<file path="src/rtl/venus_pkg.sv">
// Shared definitions for the venus pipeline: instruction field layout, fetch constants
// and the instruction-fetch FSM state encoding.
package venus_pkg;

    localparam int unsigned OPC_MSB  = 31;
    localparam int unsigned OPC_LSB  = 25;
    localparam int unsigned IMMF_BIT = 24;
    localparam int unsigned RD_MSB   = 23;
    localparam int unsigned RD_LSB   = 20;
    localparam int unsigned RS_MSB   = 19;
    localparam int unsigned RS_LSB   = 16;
    localparam int unsigned IMM_MSB  = 15;
    localparam int unsigned IMM_LSB  = 0;

    localparam logic [31:0] NOP_INST = 32'h0000_0000;
    localparam int unsigned PC_STEP  = 4;

    typedef enum logic [1:0] {
        StIdle  = 2'd0,
        StReq   = 2'd1,
        StHold  = 2'd2,
        StDrain = 2'd3
    } if_state_e;

endpackage

</file>
<file path="src/rtl/if_hold_buf.sv">
// One-entry instruction + PC buffer that catches a word fetched while decode is stalled.
// Clear takes priority over load.
module if_hold_buf
    import venus_pkg::*;
#(
    parameter int unsigned ADDR_W = 32
) (
    input  logic              clk,
    input  logic              rst,
    input  logic              load_i,
    input  logic              clear_i,
    input  logic [31:0]       inst_i,
    input  logic [ADDR_W-1:0] pc_i,
    output logic              valid_o,
    output logic [31:0]       inst_o,
    output logic [ADDR_W-1:0] pc_o
);

    logic              valid_q;
    logic [31:0]       inst_q;
    logic [ADDR_W-1:0] pc_q;

    always_ff @(posedge clk or negedge rst) begin
        if (!rst) begin
            valid_q <= 1'b0;
            inst_q  <= NOP_INST;
            pc_q    <= '0;
        end else if (clear_i) begin
            valid_q <= 1'b0;
            inst_q  <= NOP_INST;
        end else if (load_i) begin
            valid_q <= 1'b1;
            inst_q  <= inst_i;
            pc_q    <= pc_i;
        end
    end

    assign valid_o = valid_q;
    assign inst_o  = inst_q;
    assign pc_o    = pc_q;

endmodule

</file>
<file path="src/rtl/inst_fetch.sv">
// venus instruction-fetch stage: owns the PC, drives the imem req/ack port and feeds decode.
// Define IF_PERF_CNT_EN to add the fetch_cnt_o / stall_cnt_o performance counters.
module inst_fetch
    import venus_pkg::*;
#(
    parameter int unsigned       ADDR_W   = 32,
    parameter logic [ADDR_W-1:0] RESET_PC = '0
) (
    input  logic              clk,
    input  logic              rst,
    input  logic              stall_i,
    input  logic              br_taken_i,
    input  logic [ADDR_W-1:0] br_target_i,
    output logic              imem_req_o,
    output logic [ADDR_W-1:0] imem_addr_o,
    input  logic              imem_ack_i,
    input  logic [31:0]       imem_data_i,
    output logic [31:0]       inst_o,
    output logic              inst_valid_o,
    output logic [ADDR_W-1:0] pc_o
`ifdef IF_PERF_CNT_EN
    ,
    output logic [31:0]       fetch_cnt_o,
    output logic [31:0]       stall_cnt_o
`endif
);

    if_state_e         state_q;
    logic [ADDR_W-1:0] pc_q;
    logic              req_q;
    logic [ADDR_W-1:0] addr_q;
    logic [31:0]       inst_q;
    logic              valid_q;
    logic [ADDR_W-1:0] pc_out_q;

    logic              buf_load;
    logic              buf_clear;
    logic              buf_valid;
    logic [31:0]       buf_inst;
    logic [ADDR_W-1:0] buf_pc;

    logic [ADDR_W-1:0] pc_inc;
    logic [ADDR_W-1:0] br_tgt;

    assign pc_inc = pc_q + ADDR_W'(PC_STEP);
    assign br_tgt = {br_target_i[ADDR_W-1:2], 2'b00};

    // Buffer catches a word acked while decode is stalled; a redirect or release empties it.
    assign buf_load  = !br_taken_i && (state_q == StReq) && imem_ack_i && stall_i;
    assign buf_clear = br_taken_i || ((state_q == StHold) && !stall_i);

    if_hold_buf #(
        .ADDR_W(ADDR_W)
    ) u_hold_buf (
        .clk    (clk),
        .rst    (rst),
        .load_i (buf_load),
        .clear_i(buf_clear),
        .inst_i (imem_data_i),
        .pc_i   (pc_q),
        .valid_o(buf_valid),
        .inst_o (buf_inst),
        .pc_o   (buf_pc)
    );

    always_ff @(posedge clk or negedge rst) begin
        if (!rst) begin
            state_q  <= StIdle;
            pc_q     <= RESET_PC;
            req_q    <= 1'b0;
            addr_q   <= RESET_PC;
            inst_q   <= NOP_INST;
            valid_q  <= 1'b0;
            pc_out_q <= '0;
        end else if (br_taken_i) begin
            pc_q    <= br_tgt;
            inst_q  <= NOP_INST;
            valid_q <= 1'b0;
            // An unanswered request must complete before the target can be issued.
            if (req_q && !imem_ack_i) begin
                state_q <= StDrain;
            end else begin
                state_q <= StReq;
                req_q   <= 1'b1;
                addr_q  <= br_tgt;
            end
        end else begin
            unique case (state_q)
                StIdle: begin
                    state_q <= StReq;
                    req_q   <= 1'b1;
                    addr_q  <= pc_q;
                end
                StReq: begin
                    if (imem_ack_i) begin
                        pc_q <= pc_inc;
                        if (stall_i) begin
                            req_q   <= 1'b0;
                            state_q <= StHold;
                        end else begin
                            inst_q   <= imem_data_i;
                            valid_q  <= 1'b1;
                            pc_out_q <= pc_q;
                            addr_q   <= pc_inc;
                        end
                    end else if (!stall_i) begin
                        inst_q  <= NOP_INST;
                        valid_q <= 1'b0;
                    end
                end
                StHold: begin
                    if (!stall_i) begin
                        inst_q   <= buf_inst;
                        valid_q  <= buf_valid;
                        pc_out_q <= buf_pc;
                        req_q    <= 1'b1;
                        addr_q   <= pc_q;
                        state_q  <= StReq;
                    end
                end
                StDrain: begin
                    if (imem_ack_i) begin
                        state_q <= StReq;
                        addr_q  <= pc_q;
                    end
                end
                default: state_q <= StIdle;
            endcase
        end
    end

    assign imem_req_o   = req_q;
    assign imem_addr_o  = addr_q;
    assign inst_o       = inst_q;
    assign inst_valid_o = valid_q;
    assign pc_o         = pc_out_q;

`ifdef IF_PERF_CNT_EN
    logic        deliver;
    logic [31:0] fetch_cnt_q;
    logic [31:0] stall_cnt_q;

    assign deliver = !br_taken_i && !stall_i &&
                     (((state_q == StReq) && imem_ack_i) || ((state_q == StHold) && buf_valid));

    always_ff @(posedge clk or negedge rst) begin
        if (!rst) begin
            fetch_cnt_q <= '0;
            stall_cnt_q <= '0;
        end else begin
            if (deliver) fetch_cnt_q <= fetch_cnt_q + 32'd1;
            if (stall_i) stall_cnt_q <= stall_cnt_q + 32'd1;
        end
    end

    assign fetch_cnt_o = fetch_cnt_q;
    assign stall_cnt_o = stall_cnt_q;
`endif

endmodule
</file>
<file path="config.mk">
export PLATFORM = sky130hd
export DESIGN_NAME = inst_fetch
export DESIGN_NICKNAME = d
export VERILOG_FILES = /design/src/rtl/venus_pkg.sv /design/src/rtl/if_hold_buf.sv /design/src/rtl/inst_fetch.sv
export SDC_FILE = /design/constraint.sdc
export NUM_CORES = 1
export LEC_CHECK = 0
export CAP_MARGIN = 10
export CORE_MARGIN = 8
export CORE_UTILIZATION = 40
export DETAILED_ROUTE_END_ITERATION = 10
export DONT_BUFFER_PORTS = 1
export HOLD_SLACK_MARGIN = 0.12
export SETUP_SLACK_MARGIN = 0.5
export SLEW_MARGIN = 40
export SYNTH_ARGS = -nofsm -noshare
export SYNTH_HDL_FRONTEND = slang
export SYNTH_HIERARCHICAL = 1
export SYNTH_SLANG_ARGS = --single-unit
</file>
<file path="constraint.sdc">
create_clock -name clk -period 3.66 [get_ports clk]
set_clock_uncertainty 0.2 [all_clocks]
set_input_delay 0.732 -clock clk [delete_from_list [all_inputs] [get_ports clk]]
set_output_delay 0.732 -clock clk [all_outputs]
set_load 0.01 [all_outputs]
</file>
==> key figures, run 1 <==
STA
  – Max Freq: 355 MHz
  – RSZ-0062 raised after global routing: no
  – Final setup viols: 0
  – Final worst path period need: 2.82 ns
  – Period utilisation layout: 0.771
  – Setup TNS: 0 ns
  – Max-slew headroom: 0.453
  – Worst slew pin tran: 0.813 ns
  – Worst hold margin: -0.204 ns
  – Hold Violations, Final: approximately 190
  – Max Transition Viols Final: 0

Pwr
  – Max VDD drop: 0.000314 V
  – Leakage: 4.22 nW
  – Internal power: roughly 4.7 mW
  – Net Sw Power: roughly 2.5 mW
  – Switching part of the total: 0.353
  – Clock group share of total power: 0.273
  – Comb power frac: 0.244
  – Power per cell area: 689 nW/um^2
  – Part of the power in registers: 0.483

Routing
  – Pre-Repair DR Iteration Count: 6
  – Initial DRC count: 494
  – Drt total wl: ~25000 um
  – DR vias/cell: about 5.5
  – Drt wl/cell: 20.8 um
  – Vias: 6787
  – ANT nets after route: 0
  – DR DRC count: 0

Clock network
  – Post-CTS setup buffers: 0
  – CTS resizes: 0
  – Clock buffer count from CTS: 17
  – Clk_lat worst skew: 0.43 ns
  – Root Driver: clkbuf_16
  – Clock tree buffer depth: 2
  – H-tree depth: 4
  – CTS Sinks: 194
  – Clock slew at reported path FFs: 0.07 ns
  – CTS tree: done

Flow run
  – Max cap viols: 0

Placement
  – Placement Cell Area: 9830 sq um
  – # port buffers: 0
  – Hpwl dp: about 17000 um
  – Final Wtd Congestion: 0.802

Outcome
  – Failing checks: hold timing
  – Outcome: complete, but fails checks

Synth
  – Synth top area cells: dfrtp_1, mux2i_1, nand2_1, mux2_4, o21ai_0
  – Syn_area_per_cell: 10.3 sq um
  – Most frequent cell after synthesis: dfrtp_1
  – Ys Warns: 6
  – Synth cell types: 62
  – Post-synth EDFFs: 0
  – Cell taking the most area after synthesis: dfrtp_1
  – Post-synth ARST share: 1.00
  – Seq cells post-synth: 194
  – Post-Syn Area: around 9600 sq um
  – Sequential share of the synthesized area: 0.505
  – Share of Yosys cell area claimed by the top area cell type: 0.505
  – Top FF cell, synth: dfrtp_1
  – Post-Synthesis Cells: 934
  – Commonest cells post-synth: dfrtp_1, nand2_1, o21ai_0

Floorplanning
  – Die Wd: 171 um
  – Core ar.: 23500 sq um
  – Initial Util: 0.409
  – I/O pins: 167
  – Row count: 56
  – Die area: 29300 sq um
  – Die Span Y: 171 um

Critical path
  – Crit Path Class: reg -> reg
  – Critical Path Fanout Max: 13
  – Req. time, crit path: between 3 and 4 ns
  – R2R Setup Slk: 0.84 ns
  – Crit end category: flop
  – Crit path DAT: 2.93 ns
  – Startpoint Class: flop

Finish
  – Design Area, Final: between 10000 and 15000 sq um
  – Fillers: 2302
  – Layout Area Growth over Synthesis: 8.56%
  – Ant diodes: 0
  – Layout cells sized above 1: 0.125
  – # nets final: 969

Min path
  – Hold Crit Class: in -> async

Global routing
  – Initial antenna violation count: 0
  – Vias in the first global route: ~6700
  – Largest net degree at the start of global routing: slightly below 200
  – Grt total ovfl: 0
  – Global-route wire length before repair: between 40000 and 50000 um
  – Total Routing Usage GR: 0.175
cell usage in the layout, fill, tap and decap left out, types with 4 or more instances in the layout:
| master | n |
|---|---|
| o31a_1 | 4 |
| mux2_4 | 30 |
| inv_1 | 8 |
| a22oi_1 | 31 |
| nor3_1 | 19 |
| buf_4 | 18 |
| xor2_1 | 14 |
| nand2b_1 | 8 |
| mux2_2 | 11 |
| ha_1 | 4 |
| nand3_1 | 20 |
| and2_1 | 4 |
| clkbuf_16 | 17 |
| clkinv_2 | 4 |
| nand4_1 | 14 |
| nor2_1 | 65 |
| and4_1 | 4 |
| nand2_1 | 123 |
| o31ai_1 | 7 |
| mux2i_1 | 71 |
| a21oi_1 | 24 |
| dfrtp_1 | 194 |
| xnor2_1 | 32 |
| o21ai_1 | 5 |
| nor4_1 | 7 |
| o21ai_0 | 90 |
| and3_1 | 5 |
| nor4_2 | 7 |
logic make-up after synthesis:
kind of cell	Yosys count	share of synthesized area
buffers and inverters	88	0.0424
XOR/XNOR	46	0.0419
flip-flops	194	0.505
multiplexers	112	0.134
other	1	0.000390
adder cells (fa/ha/maj)	5	0.00650
AO/OA/AOI/OAI	193	0.123
AND/OR/NAND/NOR	295	0.147
layer usage:
layer  vias up  routed length [um]  GRT usage  share of wire
met5         -                   0          0              0
met4         0                 204     0.0389         0.0080
met3        13                2480     0.0668          0.098
met2       185               11400      0.269           0.45
met1      3385               11400      0.231           0.45
li1       3204                   -          -              -
power groups by stage:
stage,Combinational (mW),Clock (mW),Sequential [mW]
2_1_floorplan,1.43,0,3.28
3_3_place_gp,1.72,0,3.53
5_1_grt,1.97,2.08,3.60
3_5_place_dp,1.77,0,3.54
4_1_cts,1.77,2.01,3.51
6_report,1.75,1.97,3.48
final timing paths:
| kind | depth (start not counted) | endpoint | startpoint |
|---|---|---|---|
| max | 8 | u_hold_buf/pc_o[20] | state_q[1] |
| max in group asynchronous | 0 | u_hold_buf/pc_o[14] | rst |
| min | 0 | inst_o[9] | rst |
| min reg2reg | 2 | u_hold_buf/valid_o | u_hold_buf/valid_o |
| min in group clk | 1 | pc_q[24] | br_taken_i |
| max reg2reg | 8 | u_hold_buf/pc_o[20] | state_q[1] |
registers in the layout, summed over array words and instances (netlist names):
register and flops:
inst_o 32, pc_o 32, u_hold_buf/inst_o 32, u_hold_buf/pc_o 32
imem_addr_o 31, pc_q 30, state_q 2, imem_req_o 1
inst_valid_o 1, u_hold_buf/valid_o 1
area by class of cell:
class | count | area, sq um | share of cell area
multi-input cells | 653 | 4400 | 0.422
repair buffers | 18 | 135 | 0.0129
well taps | 319 | 399 | 0.0382
clock inverters | 12 | 154 | 0.0147
clock buffers | 19 | 453 | 0.0434
inverters | 11 | 41.3 | 0.00395
flip-flops and latches | 194 | 4850 | 0.465
critical path: stages, from the launching register on:
cell,delay [ns]
dfrtp_1,0.42
inv_1,0.13
ha_1,0.17
and2_1,0.34
nand2_1,0.17
nor2_4,0.11
nor2b_4,0.46
buf_4,0.37
mux2_4,0.33
per-stage QoR:
stage	setup WS [ns]	power [mW]	utilization	cells	hold WS [ns]
3_5_place_dp	0.806	5.31	0.418	1195	0.242
4_1_cts	0.827	7.30	0.443	1226	-0.219
6_report	0.840	7.20	0.444	1226	-0.204
3_3_place_gp	0.826	5.25	0.418	1195	0.242
5_1_grt	0.659	7.65	0.444	1226	-0.229
2_1_floorplan	0.800	4.72	-	935	0.236
(Power assumes the default switching activity.)
==> run 2: changes to the inputs <==
==> constraint.sdc (replaced) <==
create_clock -name clk -period 2.83 [get_ports clk]
set_clock_uncertainty 0.2 [all_clocks]
set_input_delay 0.566 -clock clk [delete_from_list [all_inputs] [get_ports clk]]
set_output_delay 0.566 -clock clk [all_outputs]
set_load 0.01 [all_outputs]
==> run 2 against run 1 <==
Effect of this change: the run still ends with hold timing left; core utilization increased by 3.8 points; total power increased by 32%; register-to-register slack got worse by 0.32 ns; critical path depth unchanged; hold slack got worse by 0.17 ns; cell area increased by 8.6%; die area unchanged; critical path type unchanged; critical endpoint is now u_hold_buf/pc_o[16]; largest power group unchanged.
==> key figures, run 2 (synthesis gave the netlist of run 1 again) <==
Outcome
  – Outcome: complete, but fails checks
  – Failing checks: hold timing

Floorplanning
  – Die area: 29300 sq um (unchanged)
  – Die Wd: 171 um (unchanged)
  – Initial Util: 0.409 (unchanged)
  – I/O pins: 167 (unchanged)
  – Row count: 56 (unchanged)
  – Die Span Y: 171 um (unchanged)
  – Core ar.: 23500 sq um (unchanged)

Clock network
  – H-tree depth: 4 (unchanged)
  – CTS Sinks: 194 (unchanged)
  – Clock buffer count from CTS: 17 (unchanged)
  – Clk_lat worst skew: 0.42 ns (about the same)
  – Clock slew at reported path FFs: 0.07 ns (about the same)
  – CTS tree: done
  – Root Driver: clkbuf_16
  – Clock tree buffer depth: 2 (unchanged)

Global routing
  – Largest net degree at the start of global routing: 195 (unchanged)
  – Initial antenna violation count: 0 (unchanged)
  – Total Routing Usage GR: 0.187 (+0.0123)
  – Grt total ovfl: 0 (unchanged)
  – Vias in the first global route: 7416 (+10%)
  – Global-route wire length before repair: 42800 um (+6.7%)

Finish
  – Layout Area Growth over Synthesis: 17.9%
  – Ant diodes: 0 (unchanged)
  – Layout cells sized above 1: 0.162 (+0.0372)
  – Most frequent cells in the layout: dfrtp_1, nand2_1, o21ai_0, mux2i_1, nor2_1
  – Design Area, Final: 11300 sq um (+8.6%)
  – Fillers: 2216 (-3.7%)
  – Commonest non-fill, non-tap cell in the layout: dfrtp_1
  – Non-Filler Instances: 1302 (+6.2%)
  – # nets final: 1044 (+7.7%)

Placement
  – Final Wtd Congestion: 0.818 (+2.0%)
  – Cells after DPL: 1208 (+1.1%)
  – Hpwl dp: 17200 um (+1.8%)
  – Placement Cell Area: 9970 sq um (+1.4%)
  – Dpl ws: 0.250 ns (-0.556 ns)
  – # port buffers: 0 (unchanged)

Routing
  – Pre-Repair DR Iteration Count: 5 (-1)
  – Drt wl/cell: 21.1 um (+1.8%)
  – DR vias/cell: 5.52 (-0.29%)
  – Initial DRC count: 695 (+41%)
  – DR DRC count: 0 (unchanged)
  – ANT nets after route: 0 (unchanged)
  – Drt total wl: 27500 um (+8.1%)
  – Vias: 7187 (+5.9%)

STA
  – Final worst path period need: 2.31 ns (-0.510 ns)
  – Max Transition Viols Final: 0 (unchanged)
  – Setup TNS: 0 ns (unchanged)
  – Worst hold margin: -0.373 ns (-0.169 ns)
  – RSZ-0062 raised after global routing: yes
  – Max-slew headroom: 0.468 (+0.0155)
  – Hold Violations, Final: 194 (unchanged)
  – Final setup viols: 0 (unchanged)
  – Post-route setup slack: 0.520 ns (-0.320 ns)
  – Worst slew pin tran: 0.795 ns (-0.0184 ns)
  – Period utilisation layout: 0.816 (+0.0459)
  – Max Freq: 433 MHz (+22%)

Critical path
  – Startpoint Class: flop
  – FF-to-FF Start: state_q[1]
  – Crit end category: flop
  – Reg2reg path depth: 8 (unchanged)
  – Crit Path Class: reg -> reg
  – R2R Setup Slk: 0.52 ns (-0.32 ns)
  – Crit path DAT: 2.42 ns (-0.51 ns)
  – Worst r2r dst: u_hold_buf/pc_o[16]
  – Critical Path Fanout Max: 9 (-4)
  – Req. time, crit path: 2.94 ns (-0.83 ns)

Pwr
  – Power per cell area: 837 nW/um^2 (+21%)
  – Leakage: 4.57 nW (+8.3%)
  – Max VDD drop: 0.000450 V (+43%)

Min path
  – Hold Crit Class: in -> async

Flow run
  – Max cap viols: 0 (unchanged)
[run 2: changes by cell type in the layout (fill, tap and decap cells not counted), sizes merged]
| cell | previous run | this run |
|---|---|---|
| buf | 18 | 38 |
| bufbuf | 0 | 1 |
| bufinv | 3 | 2 |
| clkinv | 7 | 6 |
| clkinvlp | 0 | 3 |
| dlygate4sd3 | 0 | 53 |
| inv | 13 | 14 |
[run 2: how the worst max path moves through the flow]
| stage | startpoint | to | slack (ns) | cells past startpoint |
|---|---|---|---|---|
| floorplan | br_taken_i | u_hold_buf/pc_o[10] | 0.52 | 10 |
| global placement | pc_q[3] | pc_q[28] | 0.32 | 6 |
| detailed placement | pc_q[3] | pc_q[30] | 0.25 | 6 |
| CTS | pc_q[14] | pc_q[30] | 0.48 | 5 |
| global route | state_q[1] | imem_addr_o[22] | 0.46 | 8 |
| finish | state_q[1] | u_hold_buf/pc_o[16] | 0.52 | 8 |
[run 2: worst max-delay path, stage by stage (launching register included)]
cell and delay, ns:
dfrtp_1 0.43, inv_2 0.11, ha_4 0.19, and2_4 0.18, nand2_1 0.10, nor2_4 0.11, nor2b_4 0.24, bufbuf_16 0.33
mux2_4 0.31
[run 2: routing by layer]
layer / part of all wire / track usage / vias up
met3: 0.094 / 0.0689 / 35
met2: 0.45 / 0.291 / 252
met1: 0.43 / 0.241 / 3532
met5: 0 / 0 / -
li1: - / - / 3368
met4: 0.018 / 0.0544 / 0
[run 2: per-stage QoR]
stage                     utilization  power [mW]
after global routing            0.482        10.1
after floorplan                     -        6.10
after detailed placement        0.423        6.95
final                           0.482        9.49
after CTS                       0.473        9.56
after global placement          0.423        6.89
[run 2: what timing repair did]
item,CTS,global route
gates resized for setup,12,21
endpoints found under the hold margin,251,207
hold buffers,43,10
endpoints found under the setup margin,97,74
gates cloned,2,1
pin swaps,0,2
buffers inserted,4,2
[run 2: layout make-up]
cell class                      instances  area (sq um)  area share
Timing Repair Buffer                   93           951      0.0839
Clock inverter                         14           155      0.0137
Sequential cell                       194          4870       0.429
Inverter                               11          41.3     0.00364
Multi-Input combinational cell        653          4480       0.395
Clock buffer                           18           439      0.0387
Tap cell                              319           399      0.0352
[run 2: report_power, final]
group	internal, mW	total (mW)	switching, mW	leakage (nW)
clock network	1.34	2.46	1.12	0.287
registers	3.58	4.50	0.924	2.44
logic	1.19	2.53	1.34	1.84
==> run 3: changes to the inputs <==
==> constraint.sdc (replaced) <==
create_clock -name clk -period 2.2 [get_ports clk]
set_clock_uncertainty 0.2 [all_clocks]
set_input_delay 0.44 -clock clk [delete_from_list [all_inputs] [get_ports clk]]
set_output_delay 0.44 -clock clk [all_outputs]
set_load 0.01 [all_outputs]
==> run 3 against run 2 <==
Effect of this change: combinational power grew to 2.8 times the previous value; highest routed layer unchanged; largest power group is now combinational cells; total power grew 69%; die area unchanged; hold slack got worse by 0.14 ns; cell count rose by 12%; flip-flop and latch count is the same; routed wire length grew 30%; largest cell class is now multi-input gates; the flow finishes with violations (hold timing, setup timing).
==> key figures, run 3 (synthesis gave the netlist of run 1 again) <==
Min path
  – Hold Crit Class: in -> async

Floorplanning
  – I/O pins: 167 (unchanged)
  – Die Wd: 171 um (unchanged)
  – Row count: 56 (unchanged)
  – Core ar.: 23500 sq um (unchanged)
  – Initial Util: 0.409 (unchanged)
  – Die Span Y: 171 um (unchanged)
  – Die area: 29300 sq um (unchanged)

Routing
  – Initial DRC count: 778 (+12%)
  – DR vias/cell: 5.77 (+4.5%)
  – ANT nets after route: 0 (unchanged)
  – DR DRC count: 0 (unchanged)
  – Drt total wl: 35900 um (+30%)
  – Drt wl/cell: 24.6 um (+16%)
  – Vias: 8426 (+17%)
  – Pre-Repair DR Iteration Count: 7 (+2)

Global routing
  – Initial antenna violation count: 0 (unchanged)
  – Global-route wire length before repair: 49600 um (+16%)
  – Met3 GRT Util: 0.0673 (-0.00161)
  – Total Routing Usage GR: 0.221 (+0.0339)
  – Grt total ovfl: 0 (unchanged)
  – Vias in the first global route: 8314 (+12%)
  – Largest net degree at the start of global routing: 195 (unchanged)
  – GR Util met2: 0.367 (+0.0765)
  – Met1 Resource Use GR: 0.273 (+0.0321)
  – Most Crowded Layer GR: met2

STA
  – Max-slew headroom: 0.606 (+0.138)
  – Hold Violations, Final: 194 (unchanged)
  – Max Transition Viols Final: 0 (unchanged)
  – Setup TNS: -0.00466 ns (-0.00466 ns)
  – Period utilisation layout: 1.00 (+0.186)
  – Post-route setup slack: -0.00466 ns (-0.524 ns)
  – Max Freq: 454 MHz (+4.8%)
  – Worst hold margin: -0.510 ns (-0.137 ns)
  – Final worst path period need: 2.20 ns (-0.106 ns)
  – Final setup viols: 1 (+1)
  – RSZ-0062 raised after global routing: yes
  – Worst slew pin tran: 0.587 ns (-0.208 ns)

Outcome
  – Outcome: complete, but fails checks
  – Failing checks: hold timing, setup timing

Clock network
  – Clock tree buffer depth: 2 (unchanged)
  – Clk_lat worst skew: 0.44 ns (+0.02 ns)
  – CTS tree: done
  – Clock slew at reported path FFs: 0.08 ns (about the same)
  – Root Driver: clkbuf_16
  – Clock buffer count from CTS: 17 (unchanged)
  – CTS Sinks: 194 (unchanged)
  – H-tree depth: 4 (unchanged)

Critical path
  – Critical Path Fanout Max: 8 (-1)
  – Startpoint Class: flop
  – Crit Path Class: reg -> reg
  – Crit end category: flop
  – Crit path DAT: 2.32 ns (-0.10 ns)
  – R2R Setup Slk: -0.005 ns (-0.52 ns)
  – Req. time, crit path: 2.32 ns (-0.62 ns)

Finish
  – Ant diodes: 0 (unchanged)
  – # nets final: 1203 (+15%)
  – Most frequent cells in the layout: dfrtp_1, buf_4, dlygate4sd3_1, mux2i_1, nor2_1
  – Commonest non-fill, non-tap cell in the layout: dfrtp_1
  – Layout cells sized above 1: 0.450 (+0.288)
  – Design Area, Final: 15000 sq um (+32%)
  – Fillers: 1712 (-23%)
  – Core Util, Final: 0.637 (+0.156)
  – Non-Filler Instances: 1461 (+12%)
  – Layout Area Growth over Synthesis: 56.0%

Placement
  – Hpwl dp: 17600 um (+1.9%)
  – Final Wtd Congestion: 0.865 (+5.7%)
  – Dpl ws: 0.0506 ns (-0.200 ns)
  – Cells after DPL: 1245 (+3.1%)
  – Placement Cell Area: 10400 sq um (+4.5%)
  – # port buffers: 0 (unchanged)

Pwr
  – Max VDD drop: 0.000624 V (+39%)
  – Leakage: 6.58 nW (+44%)
  – Total chip power: 16.1 mW (+69%)
  – Power per cell area: 1070 nW/um^2 (+28%)

Flow run
  – Max cap viols: 0 (unchanged)
run 3: changes by cell type in the layout (fill, tap and decap cells not counted), moves of 20 or more:
cell | before | now
nand2_2 | 1 | 36
buf_6 | 2 | 44
buf_4 | 31 | 79
nand2_1 | 122 | 46
buf_12 | 4 | 24
nand2_4 | 0 | 39
o21ai_2 | 0 | 41
o21ai_1 | 6 | 47
o21ai_0 | 89 | 6
buf_16 | 1 | 24
run 3: per-layer routing:
metal	share of wire	routed length, um
met1	0.39	14100
met2	0.49	17700
met3	0.079	2820
met4	0.034	1220
met5	0	0
run 3: critical path, stage by stage (launching register included):
cell,delay [ns]
dfrtp_1,0.39
inv_2,0.08
ha_4,0.16
buf_6,0.13
nor3_2,0.04
buf_4,0.14
o32ai_4,0.32
buf_12,0.20
buf_12,0.15
a21oi_2,0.04
a21oi_1,0.15
o21ai_1,0.09
run 3: area by class of cell:
cell class	instances	area, sq um	share of cell area
clock buffers	18	439	0.0293
clock inverters	14	150	0.0100
inverters	11	53.8	0.00359
multi-input cells	653	5900	0.393
flip-flops and latches	194	4870	0.324
well taps	319	399	0.0266
repair buffers	252	3190	0.213
run 3: final timing paths:
kind	start	to	cells after the start
setup reg to reg	state_q[1]	imem_addr_o[26]	11
max in group asynchronous	rst	pc_q[6]	0
hold / removal	rst	inst_o[9]	0
hold reg to reg	u_hold_buf/pc_o[2]	u_hold_buf/pc_o[2]	1
min in group clk	stall_i	imem_req_o	3
setup / recovery	state_q[1]	imem_addr_o[26]	11
run 3: repair_timing:
action	in CTS	in global routing
endpoints found under the setup margin	191	194
hold buffers	64	5
resized for setup	222	289
gates cloned	24	7
setup buffers	47	37
endpoints found under the hold margin	318	220
pin swaps	51	120
run 3: power breakdown:
part / switching [mW] / internal, mW / leakage [nW] / total (mW)
clock: 1.63 / 1.57 / 0.293 / 3.20
combinational: 3.26 / 3.72 / 3.84 / 6.98
sequential: 1.31 / 4.60 / 2.44 / 5.90
